### config.mk
export PLATFORM = sky130hd
export DESIGN_NAME = dip_frame_ctrl
export DESIGN_NICKNAME = d
export VERILOG_FILES = /design/src/rtl/dip_frame_ctrl.sv
export SDC_FILE = /design/constraint.sdc
export NUM_CORES = 1
export LEC_CHECK = 0
export ABC_AREA = 1
export BUFFER_PORTS_ARGS = -buffer_cell sky130_fd_sc_hd__buf_2
export CAP_MARGIN = 20
export CELL_PAD_IN_SITES_DETAIL_PLACEMENT = 1
export CELL_PAD_IN_SITES_GLOBAL_PLACEMENT = 2
export CORE_MARGIN = 5
export CORE_UTILIZATION = 33
export CTS_CLUSTER_SIZE = 30
export DETAILED_ROUTE_END_ITERATION = 10
export MAX_ROUTING_LAYER = met4
export PLACE_DENSITY_LB_ADDON = 0.1
export SLEW_MARGIN = 20
export SYNTH_ARGS = -nofsm -noshare
export SYNTH_HDL_FRONTEND = slang
export SYNTH_SLANG_ARGS = --single-unit
### constraint.sdc
create_clock -name clk -period 1.7 [get_ports clk]
set_input_delay 0.085 -clock clk [delete_from_list [all_inputs] [get_ports clk]]
set_output_delay 0.085 -clock clk [all_outputs]
set_load 0.01 [all_outputs]
### src/rtl/dip_frame_ctrl.sv
// dip_frame_ctrl: frame sequencer gating camera pixels into a 3x3 DIP pipeline
// Ports: clk/rst_n; run, vsync, pix_valid, pix_data, cfg_mode, cfg_thresh in;
// dip_en/dip_data to window generator, pipe_clr, frame-stable mode_q/thresh_q,
// busy, frame_done/frame_err pulses, frame_cnt completed-frame counter.
module dip_frame_ctrl #(
  parameter int IMG_W     = 1024,
  parameter int IMG_H     = 768,
  parameter int DRAIN_CYC = 16
) (
  input  logic        clk,
  input  logic        rst_n,
  input  logic        run,
  input  logic        vsync,
  input  logic        pix_valid,
  input  logic [7:0]  pix_data,
  input  logic [1:0]  cfg_mode,
  input  logic [7:0]  cfg_thresh,
  output logic        dip_en,
  output logic [7:0]  dip_data,
  output logic        pipe_clr,
  output logic [1:0]  mode_q,
  output logic [7:0]  thresh_q,
  output logic        busy,
  output logic        frame_done,
  output logic        frame_err,
  output logic [15:0] frame_cnt
);
  localparam int CW = IMG_W > 1 ? $clog2(IMG_W) : 1;
  localparam int RW = IMG_H > 1 ? $clog2(IMG_H) : 1;
  localparam logic [CW-1:0] COL_LAST = CW'(IMG_W - 1);
  localparam logic [RW-1:0] ROW_LAST = RW'(IMG_H - 1);
  localparam logic [7:0]    DC_LOAD  = 8'(DRAIN_CYC - 1);
  typedef enum logic [2:0] {IDLE, ARM, ACTIVE, DRAIN, DONE} state_t;
  state_t state;
  logic vsync_d;
  logic [CW-1:0] col;
  logic [RW-1:0] row;
  logic [7:0] dcnt;
  logic vs_rise;
  logic last_pix;
  assign vs_rise  = vsync & ~vsync_d;
  assign last_pix = pix_valid && col == COL_LAST && row == ROW_LAST;
  always_ff @(posedge clk or negedge rst_n) begin
    if (!rst_n) begin
      state      <= IDLE;
      vsync_d    <= 1'b0;
      col        <= '0;
      row        <= '0;
      dcnt       <= '0;
      dip_en     <= 1'b0;
      dip_data   <= '0;
      pipe_clr   <= 1'b0;
      mode_q     <= '0;
      thresh_q   <= '0;
      busy       <= 1'b0;
      frame_done <= 1'b0;
      frame_err  <= 1'b0;
      frame_cnt  <= '0;
    end else begin
      vsync_d    <= vsync;
      dip_en     <= 1'b0;
      pipe_clr   <= 1'b0;
      frame_done <= 1'b0;
      frame_err  <= 1'b0;
      case (state)
        IDLE: state <= run ? ARM : IDLE;
        ARM: begin
          if (vs_rise) begin
            state    <= ACTIVE;
            busy     <= 1'b1;
            pipe_clr <= 1'b1;
            mode_q   <= cfg_mode;
            thresh_q <= cfg_thresh;
            col      <= '0;
            row      <= '0;
          end else if (!run) begin
            state <= IDLE;
          end
        end
        ACTIVE: begin
          // a new frame start wins over any pixel in the same cycle
          if (vs_rise) begin
            frame_err <= 1'b1;
            pipe_clr  <= 1'b1;
            mode_q    <= cfg_mode;
            thresh_q  <= cfg_thresh;
            col       <= '0;
            row       <= '0;
          end else if (pix_valid) begin
            dip_en   <= 1'b1;
            dip_data <= pix_data;
            if (last_pix) begin
              state <= DRAIN;
              dcnt  <= DC_LOAD;
              col   <= '0;
              row   <= '0;
            end else if (col == COL_LAST) begin
              col <= '0;
              row <= row + 1'b1;
            end else begin
              col <= col + 1'b1;
            end
          end
        end
        DRAIN: begin
          if (dcnt == 8'd0) begin
            state      <= DONE;
            busy       <= 1'b0;
            frame_done <= 1'b1;
            frame_cnt  <= frame_cnt + 16'd1;
          end else begin
            dcnt <= dcnt - 8'd1;
          end
        end
        DONE: state <= run ? ARM : IDLE;
        default: state <= IDLE;
      endcase
    end
  end
endmodule

==> results of run 1 <==
## Yosys cell counts, types with 2 or more instances
cell type                   n  area (um2)
sky130_fd_sc_hd__nor2_1    39         146
sky130_fd_sc_hd__o21ai_0   11        55.1
sky130_fd_sc_hd__nor2_4     4        45.0
sky130_fd_sc_hd__nand3_1   24         120
sky130_fd_sc_hd__inv_1     41         154
sky130_fd_sc_hd__inv_2      2        7.51
sky130_fd_sc_hd__nor3_1     4        20.0
sky130_fd_sc_hd__ha_1       5        62.6
sky130_fd_sc_hd__nand2_1  143         537
sky130_fd_sc_hd__a21oi_1    5        25.0
sky130_fd_sc_hd__nand3_2    2        20.0
sky130_fd_sc_hd__nor2_2     3        18.8
sky130_fd_sc_hd__nor3b_1    3        22.5
sky130_fd_sc_hd__nand4_1   11        68.8
sky130_fd_sc_hd__o21ai_2    2        17.5
sky130_fd_sc_hd__nand2_4    2        22.5
sky130_fd_sc_hd__buf_6      3        33.8
sky130_fd_sc_hd__xnor2_1   10        87.6
sky130_fd_sc_hd__xor2_1    18         158
sky130_fd_sc_hd__dfrtp_1   71        1780
sky130_fd_sc_hd__buf_2      2        10.0
sky130_fd_sc_hd__nand2_2    8        50.1
sky130_fd_sc_hd__inv_4      3        18.8
## power groups by stage
stage	Sequential (W)	Combinational (W)	Clock [W]
6_report	0.00237	0.00246	0.00122
5_1_grt	0.00242	0.00277	0.00137
4_1_cts	0.00237	0.00245	0.00129
3_5_place_dp	0.00240	0.00240	0
3_3_place_gp	0.00238	0.00237	0
2_1_floorplan	0.00247	0.00148	0
## cell type report
type | instances | area share [%]
clock buffer | 16 | 3.71
inverter | 46 | 3.93
multi-input combinational | 304 | 35.1
sequential | 71 | 38.8
tap | 140 | 3.82
timing repair buffer | 98 | 14.6
## cell usage in the layout (no fill, tap or decap), types with 3 or more instances in the layout
cell	count
sky130_fd_sc_hd__buf_4	14
sky130_fd_sc_hd__inv_4	3
sky130_fd_sc_hd__xor2_1	18
sky130_fd_sc_hd__a21oi_1	5
sky130_fd_sc_hd__nand2_2	8
sky130_fd_sc_hd__buf_12	3
sky130_fd_sc_hd__nor3b_1	3
sky130_fd_sc_hd__nor3_1	3
sky130_fd_sc_hd__inv_2	3
sky130_fd_sc_hd__nand2_1	143
sky130_fd_sc_hd__nand4_1	11
sky130_fd_sc_hd__dlygate4sd3_1	20
sky130_fd_sc_hd__nor2_4	5
sky130_fd_sc_hd__buf_2	61
sky130_fd_sc_hd__clkbuf_1	5
sky130_fd_sc_hd__xnor2_1	10
sky130_fd_sc_hd__nor2_1	37
sky130_fd_sc_hd__nor2_2	4
sky130_fd_sc_hd__nand3_1	24
sky130_fd_sc_hd__ha_1	5
sky130_fd_sc_hd__inv_1	40
sky130_fd_sc_hd__clkbuf_8	11
sky130_fd_sc_hd__o21ai_0	11
sky130_fd_sc_hd__dfrtp_1	70
## worst min-delay path by stage
| stage | startpoint | end | cells after the start |
|---|---|---|---|
| 2_1_floorplan | rst_n | busy | 0 |
| 3_3_place_gp | rst_n | dip_data[1] | 2 |
| 3_5_place_dp | rst_n | dip_data[7] | 2 |
| 4_1_cts | run | state[1] | 4 |
| 5_1_grt | run | state[0] | 5 |
| 6_report | run | state[1] | 4 |
## through the flow
stage | setup TNS (ns) | utilization [%] | power (W)
3_5_place_dp | 0 | 38.8 | 0.00480
2_1_floorplan | 0 | - | 0.00395
4_1_cts | 0 | 42.2 | 0.00610
5_1_grt | -0.0890 | 42.7 | 0.00656
6_report | 0 | 42.7 | 0.00605
3_3_place_gp | 0 | 38.8 | 0.00475
## state kept, by name, summed over array words and instances, names as in the netlist, 2 cells and up
name       count
mode_q         2
row           10
frame_cnt     16
dcnt           8
dip_data       8
col           10
state          3
thresh_q       8
## tightest hold or removal path: stages
cell,delay [ns]
sky130_fd_sc_hd__buf_2,0.12
sky130_fd_sc_hd__nand2_1,0.06
sky130_fd_sc_hd__nand2_1,0.07
sky130_fd_sc_hd__o2111ai_1,0.10
## kinds of logic (layout without fill, tap and decap cells)
logic type      count (synthesis)  count (layout)  share of synthesized area (%)
compound gates                 23              23                           3.72
fa+ha+maj                       5               5                           1.74
buf+inv                        51             160                           6.23
xor+xnor                       28              28                           6.82
simple gates                  248             248                           32.1
flops                          71              71                           49.4
## per-layer routing
metal	track usage (%)	vias to the layer above	share of wire [%]
li1	-	1538	-
met1	21.3	1456	49
met2	22.1	47	45
met3	2.59	13	3.5
met4	6.41	0	1.9
met5	-	-	0
## repair_timing
item,in CTS,in global routing
endpoints found under the setup margin,0,19
setup buffers,0,3
hold endpoints to repair,90,0
resized for setup,0,6
hold buffers,20,0
==> results.toml, run 1 <==
[cts]
clk_transition_reported_paths_ns = 0.07
cts.sinks = 71
tritoncts.num_buffers = 9
clock_path_buffers = 2
tritoncts = "done"
clk_latency_ns = 0.35
htree_num_levels = 3
ctsRootBufferMaster = "sky130_fd_sc_hd__clkbuf_8"

[setup_path]
critical_path.most_common_cell = "sky130_fd_sc_hd__nor2_1"
rrSetupSlack_ns = 0.1
critPathCaptureType = "register"
crit-reg2reg-launch = "dcnt[0]"
crit_start = "dcnt[0]"
worst-path-stages = 9
worst_r2r_endpoint = "frame_cnt[2]"
critical_path.startpoint_type = "register"
critical_path_class = "reg2reg"
critical_path_required_ns = 1.96
critical-path-max-stage-delay_ns = 0.41
crit_family = "flip-flops"
critPathBufInv = 3
cells_on_worst_reg2reg_path = 9
path_cells = "inv_2 > ha_1 > nand2_1 > nor2_1 > nand2_2 > buf_12 > buf_4 > nor2_1 > xor2_1"
worst-path-max-fanout = 4
critical_path.endpoint = "frame_cnt[2]"
cp.arrival_ns = 1.86
timing.critical_path.slowest_stage_cell = "sky130_fd_sc_hd__dfrtp_1"

[power_and_ir_drop]
seqPwrFrac_pct = 39.1
power.clock.fraction_pct = 20.2
power.share.switching_pct = 40.2
comb_power_share_pct = 40.6
leakage_nw = 2.41
internal_power_w = 0.00362
ir_worst_vdd_uv = 432
p_sw_w = 0.00243
power.density_cell_area_nw_per_um2 = 1320

[sta]
worst_hold_slack_ns = 0.133
timing.final.crit_share_pct = 94.3
number_of_pins_with_negative_max_slew_slack_in_the_final_report = 0
final_setup_vio_count = 0
final.setup_skew_ns = 0.00711
max-slew-margin-rel_pct = 73.8
finalWorstSetupSlack_ns = 0.0970
transition_time_of_the_tightest_slew_check_pin_ns = 0.394
final-hold-violation-count = 0
maxClockFrequency_mhz = 624
unrepaired_setup_endpoints_after_global_routing = "true"
period_needed_ns = 1.60

[cells_and_area]
seq_area_um2 = 1780
finalNonFillerCells = 675
nNetsFinal = 558
combined_area_of_the_multi_input_logic_cells_um2 = 1610
antenna_cells = 0
layout-area-overhead-vs-synth_pct = 27.5
layout_cell_share_with_drive_strength_beyond_1_pct = 23.6
layout.cell_area.non_filler_um2 = 4590
fill_cells = 1341

[synthesis]
synthesis.area_per_instance_um2 = 8.44
syn_inst = 426
synth.yosys.warnings = 0
ys_dominant_reg_cell = "sky130_fd_sc_hd__dfrtp_1"
synth_area_um2 = 3600
synth_seq_area_share_pct = 49.4
ys_types = 33
postSynth.asyncResetShare_pct = 100
ys_seq_elements = 71
synth.net_count = 454
synth_enable_flop_cells = 0

[drt]
final_antenna_net_count = 0
num_vias = 3054
initial_drc_count = 124
wire_per_inst_um = 13.6
remaining_drcs = 0
detailedRoute.firstPassIterationCount = 4
routed_via_density = 4.52
totalWireLength_mm = 9.16

[floorplan]
placement_rows = 38
die_height_um = 114
core-area_um2 = 10700
die_span_in_x_um = 114
dieArea_um2 = 13100
boundaryPins = 62
initial_core_util_pct = 33.5

[global_route]
overflow = 0
grt_start_max_net_pins = 72
globalRouteTotalUtil_pct = 15.3
grt_first_pass_wirelength_mm = 15.6
vias_in_the_first_global_route = 3141
initial_antenna_violation_count = 0

[placed_design]
placed_cells_incl_taps = 636
pre_cts_setup_slack_ns = 0.0188
dp.final_hpwl_mm = 6.55
placement.io_buffers = 61
post_dp_cell_area_um2 = 4160
gp_congestion = 0.733

[status]
outcome = "finished clean"

[min_path]
hold_path_class = "in2reg"

[job]
number_of_maximum_capacitance_constraint_violations = 0
Note: power is estimated with default switching activity, not from simulation.
==> run 2, diff against run 1 <==
Settings changed: CORE_UTILIZATION 33 to 34, CTS_BUF_LIST set to sky130_fd_sc_hd__clkbuf_2.
==> run 2 against run 1 <==
  * Via count increased by 0.36%
  * Sequential power about the same
  * Register-to-register slack got worse by 0.02 ns
==> results.toml, run 2 (same netlist as run 1, synthesis figures left out) <==
[cts]
cts.sinks = 71
clock_path_buffers = 2
clk_transition_reported_paths_ns = 0.24
htree_num_levels = 3
ctsRootBufferMaster = "sky130_fd_sc_hd__clkbuf_2"
tritoncts.num_buffers = 9
clk_latency_ns = 0.52
tritoncts = "done"

[sta]
max-slew-margin-rel_pct = 73.4
final.setup_skew_ns = 0.0296
final-hold-violation-count = 0
transition_time_of_the_tightest_slew_check_pin_ns = 0.398
final_setup_vio_count = 0
unrepaired_setup_endpoints_after_global_routing = "true"
period_needed_ns = 1.62
number_of_pins_with_negative_max_slew_slack_in_the_final_report = 0
worst_hold_slack_ns = 0.0791
maxClockFrequency_mhz = 616
timing.final.crit_share_pct = 95.5

[drt]
remaining_drcs = 0
routed_via_density = 4.55
num_vias = 3065
wire_per_inst_um = 13.5
final_antenna_net_count = 0
totalWireLength_mm = 9.08
detailedRoute.firstPassIterationCount = 4
initial_drc_count = 159

[floorplan]
core-area_um2 = 10300
placement_rows = 37
dieArea_um2 = 12700
initial_core_util_pct = 34.8
die_span_in_x_um = 113
boundaryPins = 62
die_height_um = 113

[min_path]
hold_path_class = "in2reg"
min_delay_worst_endpoint = "col[9]"
hold_path.startpoint = "pix_valid"
hold_depth = 5

[cells_and_area]
largest_reg_flops = 16
antenna_cells = 0
layout_common_cells = "sky130_fd_sc_hd__nand2_1 (143), sky130_fd_sc_hd__dfrtp_1 (71), sky130_fd_sc_hd__buf_2 (61)"
regMostFlops = "frame_cnt"
nNetsFinal = 561
layout_cell_share_with_drive_strength_beyond_1_pct = 25.1
layout-area-overhead-vs-synth_pct = 28.8
layout_commonest_cell = "sky130_fd_sc_hd__nand2_1"
top_regs = "frame_cnt x16, col x10, row x10"

[placed_design]
dp.final_hpwl_mm = 6.42
placement.io_buffers = 61
gp_congestion = 0.752

[power_and_ir_drop]
power.share.switching_pct = 41.6
leakage_nw = 2.44
comb_power_share_pct = 42.7
p_sw_w = 0.00254
seqPwrFrac_pct = 38.5
internal_power_w = 0.00356
ir_worst_vdd_uv = 522
power.clock.fraction_pct = 18.7
power.density_cell_area_nw_per_um2 = 1320
power_w = 0.00609

[global_route]
overflow = 0
vias_in_the_first_global_route = 3320
initial_antenna_violation_count = 0
globalRouteTotalUtil_pct = 15.5
grt_first_pass_wirelength_mm = 15.8
grt_start_max_net_pins = 72

[setup_path]
critPathCaptureType = "register"
worst_r2r_endpoint = "frame_cnt[7]"
timing.critical_path.slowest_stage_cell = "sky130_fd_sc_hd__dfrtp_1"
critical_path_required_ns = 2.15
rrSetupSlack_ns = 0.08
critical-path-max-stage-delay_ns = 0.45
crit_family = "simple AND/OR/NAND/NOR gates"
cp.arrival_ns = 2.08
critical_path.startpoint_type = "register"
path_cells = "inv_2 > ha_1 > nand2_1 > nor2_1 > nand2_4 > clkinv_4 > nand3_1 > nor2_1 > xor2_1"
cells_on_worst_reg2reg_path = 9
crit-reg2reg-launch = "dcnt[0]"
worst-path-max-fanout = 10
critPathBufInv = 2
critical_path.most_common_cell = "sky130_fd_sc_hd__nor2_1"
critical_path_class = "reg2reg"

[job]
number_of_maximum_capacitance_constraint_violations = 0

[status]
outcome = "finished clean"
## run 2: layout make-up
type / instances / area (um2)
clock buffer: 9 / 45.0
clock inverter: 7 / 97.6
fill: 1272 / 5690
inverter: 46 / 186
multi-input combinational: 306 / 1690
sequential: 71 / 1780
tap: 136 / 170
timing repair buffer: 99 / 668
## run 2: how the worst max path moves through the flow
stage	start	to	slack, ns	cells after the start
2_1_floorplan	col[0]	dcnt[7]	0.24	10
3_3_place_gp	col[0]	dcnt[7]	0.09	10
3_5_place_dp	dcnt[0]	dcnt[6]	0.04	10
4_1_cts	dcnt[0]	dcnt[7]	0.01	10
5_1_grt	dcnt[0]	frame_cnt[7]	-0.03	9
6_report	dcnt[0]	frame_cnt[7]	0.08	9
## run 2: power by group through the flow
stage          combinational (W)  clock, W  sequential [W]
2_1_floorplan            0.00148         0         0.00247
3_3_place_gp             0.00237         0         0.00237
3_5_place_dp             0.00241         0         0.00239
4_1_cts                  0.00248   0.00120         0.00235
5_1_grt                  0.00294   0.00128         0.00240
6_report                 0.00260   0.00114         0.00235
## run 2: metrics by stage
| stage | util [%] | worst slack [ns] | TNS (ns) | instance area (um2) | std cells |
|---|---|---|---|---|---|
| 4_1_cts | 43.8 | 0.0127 | 0 | 4520 | 670 |
| 2_1_floorplan | - | 0.237 | 0 | 3600 | 426 |
| 3_3_place_gp | 40.3 | 0.0925 | 0 | 4160 | 632 |
| 6_report | 44.9 | 0.0760 | 0 | 4630 | 674 |
| 5_1_grt | 44.9 | -0.0278 | -0.0479 | 4630 | 674 |
| 3_5_place_dp | 40.3 | 0.0389 | 0 | 4160 | 632 |
## run 2: what timing repair did
item,CTS,global route
setup endpoints to repair,3,24
buffers inserted,1,2
pin swaps,0,4
gates resized for setup,0,19
cloned,0,2
hold buffers,21,0
endpoints found under the hold margin,93,0
## run 2: worst reg2reg max path, stage by stage, from the launching register on
cell and delay [ns]:
sky130_fd_sc_hd__dfrtp_1 0.45, sky130_fd_sc_hd__inv_2 0.09, sky130_fd_sc_hd__ha_1 0.15, sky130_fd_sc_hd__nand2_1 0.07, sky130_fd_sc_hd__nor2_1 0.18, sky130_fd_sc_hd__nand2_4 0.10, sky130_fd_sc_hd__clkinv_4 0.11, sky130_fd_sc_hd__nand3_1 0.12
sky130_fd_sc_hd__nor2_1 0.15, sky130_fd_sc_hd__xor2_1 0.16
## run 2: metal layers
layer | track usage, % | vias up | share of wire [%]
met5 | - | - | 0
li1 | - | 1545 | -
met2 | 24.9 | 46 | 47
met3 | 2.51 | 11 | 3.6
met4 | 5.53 | 0 | 1.6
met1 | 20.0 | 1463 | 48
==> run 3, diff against run 2 <==
Settings changed: ABC_AREA 1 to unset, CORE_UTILIZATION 34 to 36.
==> run 3 against run 2 <==
  * Synthesized cell count fell by 19%
  * Die area down 8.8%
  * Cell area rose by 18%
  * Highest routed layer unchanged
  * Largest cell class is now multi-input gates
  * Clock skew is essentially flat
  * Routed wire length increased by 23%
  * Sequential share of layout area down 5.9 points
  * The run now ends with negative setup slack left
  * Worst hold slack got worse by 0.019 ns
  * Via count rose by 9.5%
==> results.toml, run 3 <==
[sta]
totalNegativeSetupSlack_ns = -5.84
final-hold-violation-count = 0
final_setup_vio_count = 47
maxClockFrequency_mhz = 491
worst_hold_slack_ns = 0.0599
timing.final.crit_share_pct = 120
transition_time_of_the_tightest_slew_check_pin_ns = 0.401
final.setup_skew_ns = 0.0292
finalWorstSetupSlack_ns = -0.338
max-slew-margin-rel_pct = 73.3
period_needed_ns = 2.04
number_of_pins_with_negative_max_slew_slack_in_the_final_report = 0
unrepaired_setup_endpoints_after_global_routing = "true"

[cells_and_area]
regMostFlops = "frame_cnt"
layout-area-overhead-vs-synth_pct = 59.4
layout_commonest_cell = "sky130_fd_sc_hd__dfrtp_1"
top_regs = "frame_cnt x16, col x10, row x10"
layout_cell_share_with_drive_strength_beyond_1_pct = 51.6
antenna_cells = 0
layout.cell_area.non_filler_um2 = 5490
largest_reg_flops = 16
layout_common_cells = "sky130_fd_sc_hd__dfrtp_1 (69), sky130_fd_sc_hd__buf_4 (67), sky130_fd_sc_hd__buf_2 (61)"
nNetsFinal = 551

[synthesis]
synthTopCellsByArea = "sky130_fd_sc_hd__dfrtp_1 (52%), sky130_fd_sc_hd__nand2_1 (5.8%), sky130_fd_sc_hd__o21ai_0 (3.9%), sky130_fd_sc_hd__mux2_2 (2.9%), sky130_fd_sc_hd__nand3_1 (2.3%)"
postSynth.asyncResetShare_pct = 100
synthesis.area_per_instance_um2 = 10.0
ys_dominant_reg_cell = "sky130_fd_sc_hd__dfrtp_1"
syn_inst = 343
synth_seq_area_share_pct = 51.6
synth_area_um2 = 3440
ys_seq_elements = 71
synth.net_count = 371
commonest_cells_post_synth = "sky130_fd_sc_hd__dfrtp_1 (71), sky130_fd_sc_hd__nand2_1 (53), sky130_fd_sc_hd__o21ai_0 (27)"
yosys.cell_count.top_type = "sky130_fd_sc_hd__dfrtp_1"
synth_enable_flop_cells = 0
synth_top_cell_area_share_pct = 51.6
synth.yosys.warnings = 0
synth.largest_area_cell = "sky130_fd_sc_hd__dfrtp_1"
ys_types = 53

[floorplan]
placement_rows = 35
dieArea_um2 = 11600
initial_core_util_pct = 37.1
die_height_um = 108
die_span_in_x_um = 108
core-area_um2 = 9280
boundaryPins = 62

[placed_design]
post_dp_cell_area_um2 = 4420
gp_congestion = 0.788
placement.io_buffers = 61
dp.final_hpwl_mm = 6.73

[setup_path]
critical_path_required_ns = 2.17
critical-path-max-stage-delay_ns = 0.44
cp.arrival_ns = 2.51
critical_path_class = "reg2reg"
cells_on_worst_reg2reg_path = 7
timing.critical_path.slowest_stage_cell = "sky130_fd_sc_hd__dfrtp_1"
worst-path-max-fanout = 6
path_cells = "inv_2 > ha_4 > or3b_4 > nand3b_4 > or3_4 > nor3_4 > xor2_1"
critPathCaptureType = "register"
critical_path.startpoint_type = "register"

[cts]
tritoncts.num_buffers = 9
tritoncts = "done"
clk_latency_ns = 0.52
ctsRootBufferMaster = "sky130_fd_sc_hd__clkbuf_2"
clock_path_buffers = 2
clk_transition_reported_paths_ns = 0.22
htree_num_levels = 3
cts.sinks = 71

[status]
violated_checks = "negative setup slack"
outcome = "complete, but fails checks"

[global_route]
initial_antenna_violation_count = 0
globalRouteTotalUtil_pct = 19.5
overflow = 0
grt_first_pass_wirelength_mm = 17.7
vias_in_the_first_global_route = 3639
grt_start_max_net_pins = 72

[drt]
remaining_drcs = 0
initial_drc_count = 61
detailedRoute.firstPassIterationCount = 4
final_antenna_net_count = 0
num_vias = 3357
wire_per_inst_um = 17.0
totalWireLength_mm = 11.2
routed_via_density = 5.12

[power_and_ir_drop]
leakage_nw = 2.71
power.density_cell_area_nw_per_um2 = 620
ir_worst_vdd_uv = 373
power_w = 0.00340

[job]
number_of_maximum_capacitance_constraint_violations = 0

[min_path]
hold_path_class = "in2async"
==> run 3: cell types whose count changed in the layout (fill, tap and decap cells not counted), moves of 14 or more <==
| cell | delta |
|---|---|
| sky130_fd_sc_hd__o21ai_1 | +14 |
| sky130_fd_sc_hd__nor2_1 | -22 |
| sky130_fd_sc_hd__buf_6 | +25 |
| sky130_fd_sc_hd__nand2_1 | -98 |
| sky130_fd_sc_hd__buf_4 | +52 |
| sky130_fd_sc_hd__inv_1 | -31 |
==> run 3: final cells by class <==
type | count | area (um2)
fill | 1036 | 3800
multi-input combinational | 251 | 2050
inverter | 12 | 50.0
tap | 129 | 161
sequential | 71 | 1780
clock buffer | 9 | 45.0
timing repair buffer | 178 | 1370
clock inverter | 6 | 38.8
==> run 3: critical path: cells and delay by family (launching register included) <==
| family | cells | cell delay, ns |
|---|---|---|
| buf+inv | 1 | 0.09 |
| flops | 1 | 0.44 |
| simple gates | 4 | 1.16 |
| xor+xnor | 1 | 0.16 |
| fa+ha+maj | 1 | 0.14 |
==> run 3: kinds of logic after synthesis <==
group / share of synthesized area (%)
mux: 3.24
flops: 51.6
compound gates: 11.9
fa+ha+maj: 1.82
simple gates: 24.5
xor+xnor: 4.07
buf+inv: 2.84
==> run 3: metal layers <==
| metal | track usage, % | routed length, um | share of wire (%) |
|---|---|---|---|
| met5 | - | 0 | 0 |
| met4 | 5.95 | 150 | 1.3 |
| met3 | 2.76 | 236 | 2.1 |
| met2 | 34.5 | 6170 | 55 |
| met1 | 23.0 | 4600 | 41 |
==> run 3: final timing paths <==
path                               start             to  slack, ns
min in group clk                   vsync        vsync_d       0.26
min reg2reg                frame_cnt[15]  frame_cnt[15]       0.49
max in group asynchronous          rst_n       state[0]       1.29
max reg2reg                      dcnt[1]  frame_cnt[15]      -0.34
max                              dcnt[1]  frame_cnt[15]      -0.34
min                                rst_n  frame_cnt[10]       0.06
==> run 3: what timing repair did <==
action,4_1_cts,5_1_grt
pin swaps,26,49
setup endpoints to repair,48,59
gates resized for setup,63,92
endpoints found under the hold margin,98,0
hold buffers,22,0
cloned,1,1
setup buffers,19,12
==> run 3: per-stage QoR <==
step	setup slack [ns]	cells	util, %
3_5_place_dp	-0.353	594	47.6
6_report	-0.338	656	59.1
3_3_place_gp	-0.271	594	47.6
2_1_floorplan	-0.299	343	-
5_1_grt	-0.386	656	59.1
4_1_cts	-0.329	650	55.2
==> run 3: power breakdown <==
group,total [W],internal (W),switching (W)
Clock,0.000830,0.000174,0.000656
Sequential,0.00187,0.00180,0.0000720
Combinational,0.000699,0.000365,0.000334
Total,0.00340,0.00234,0.00106
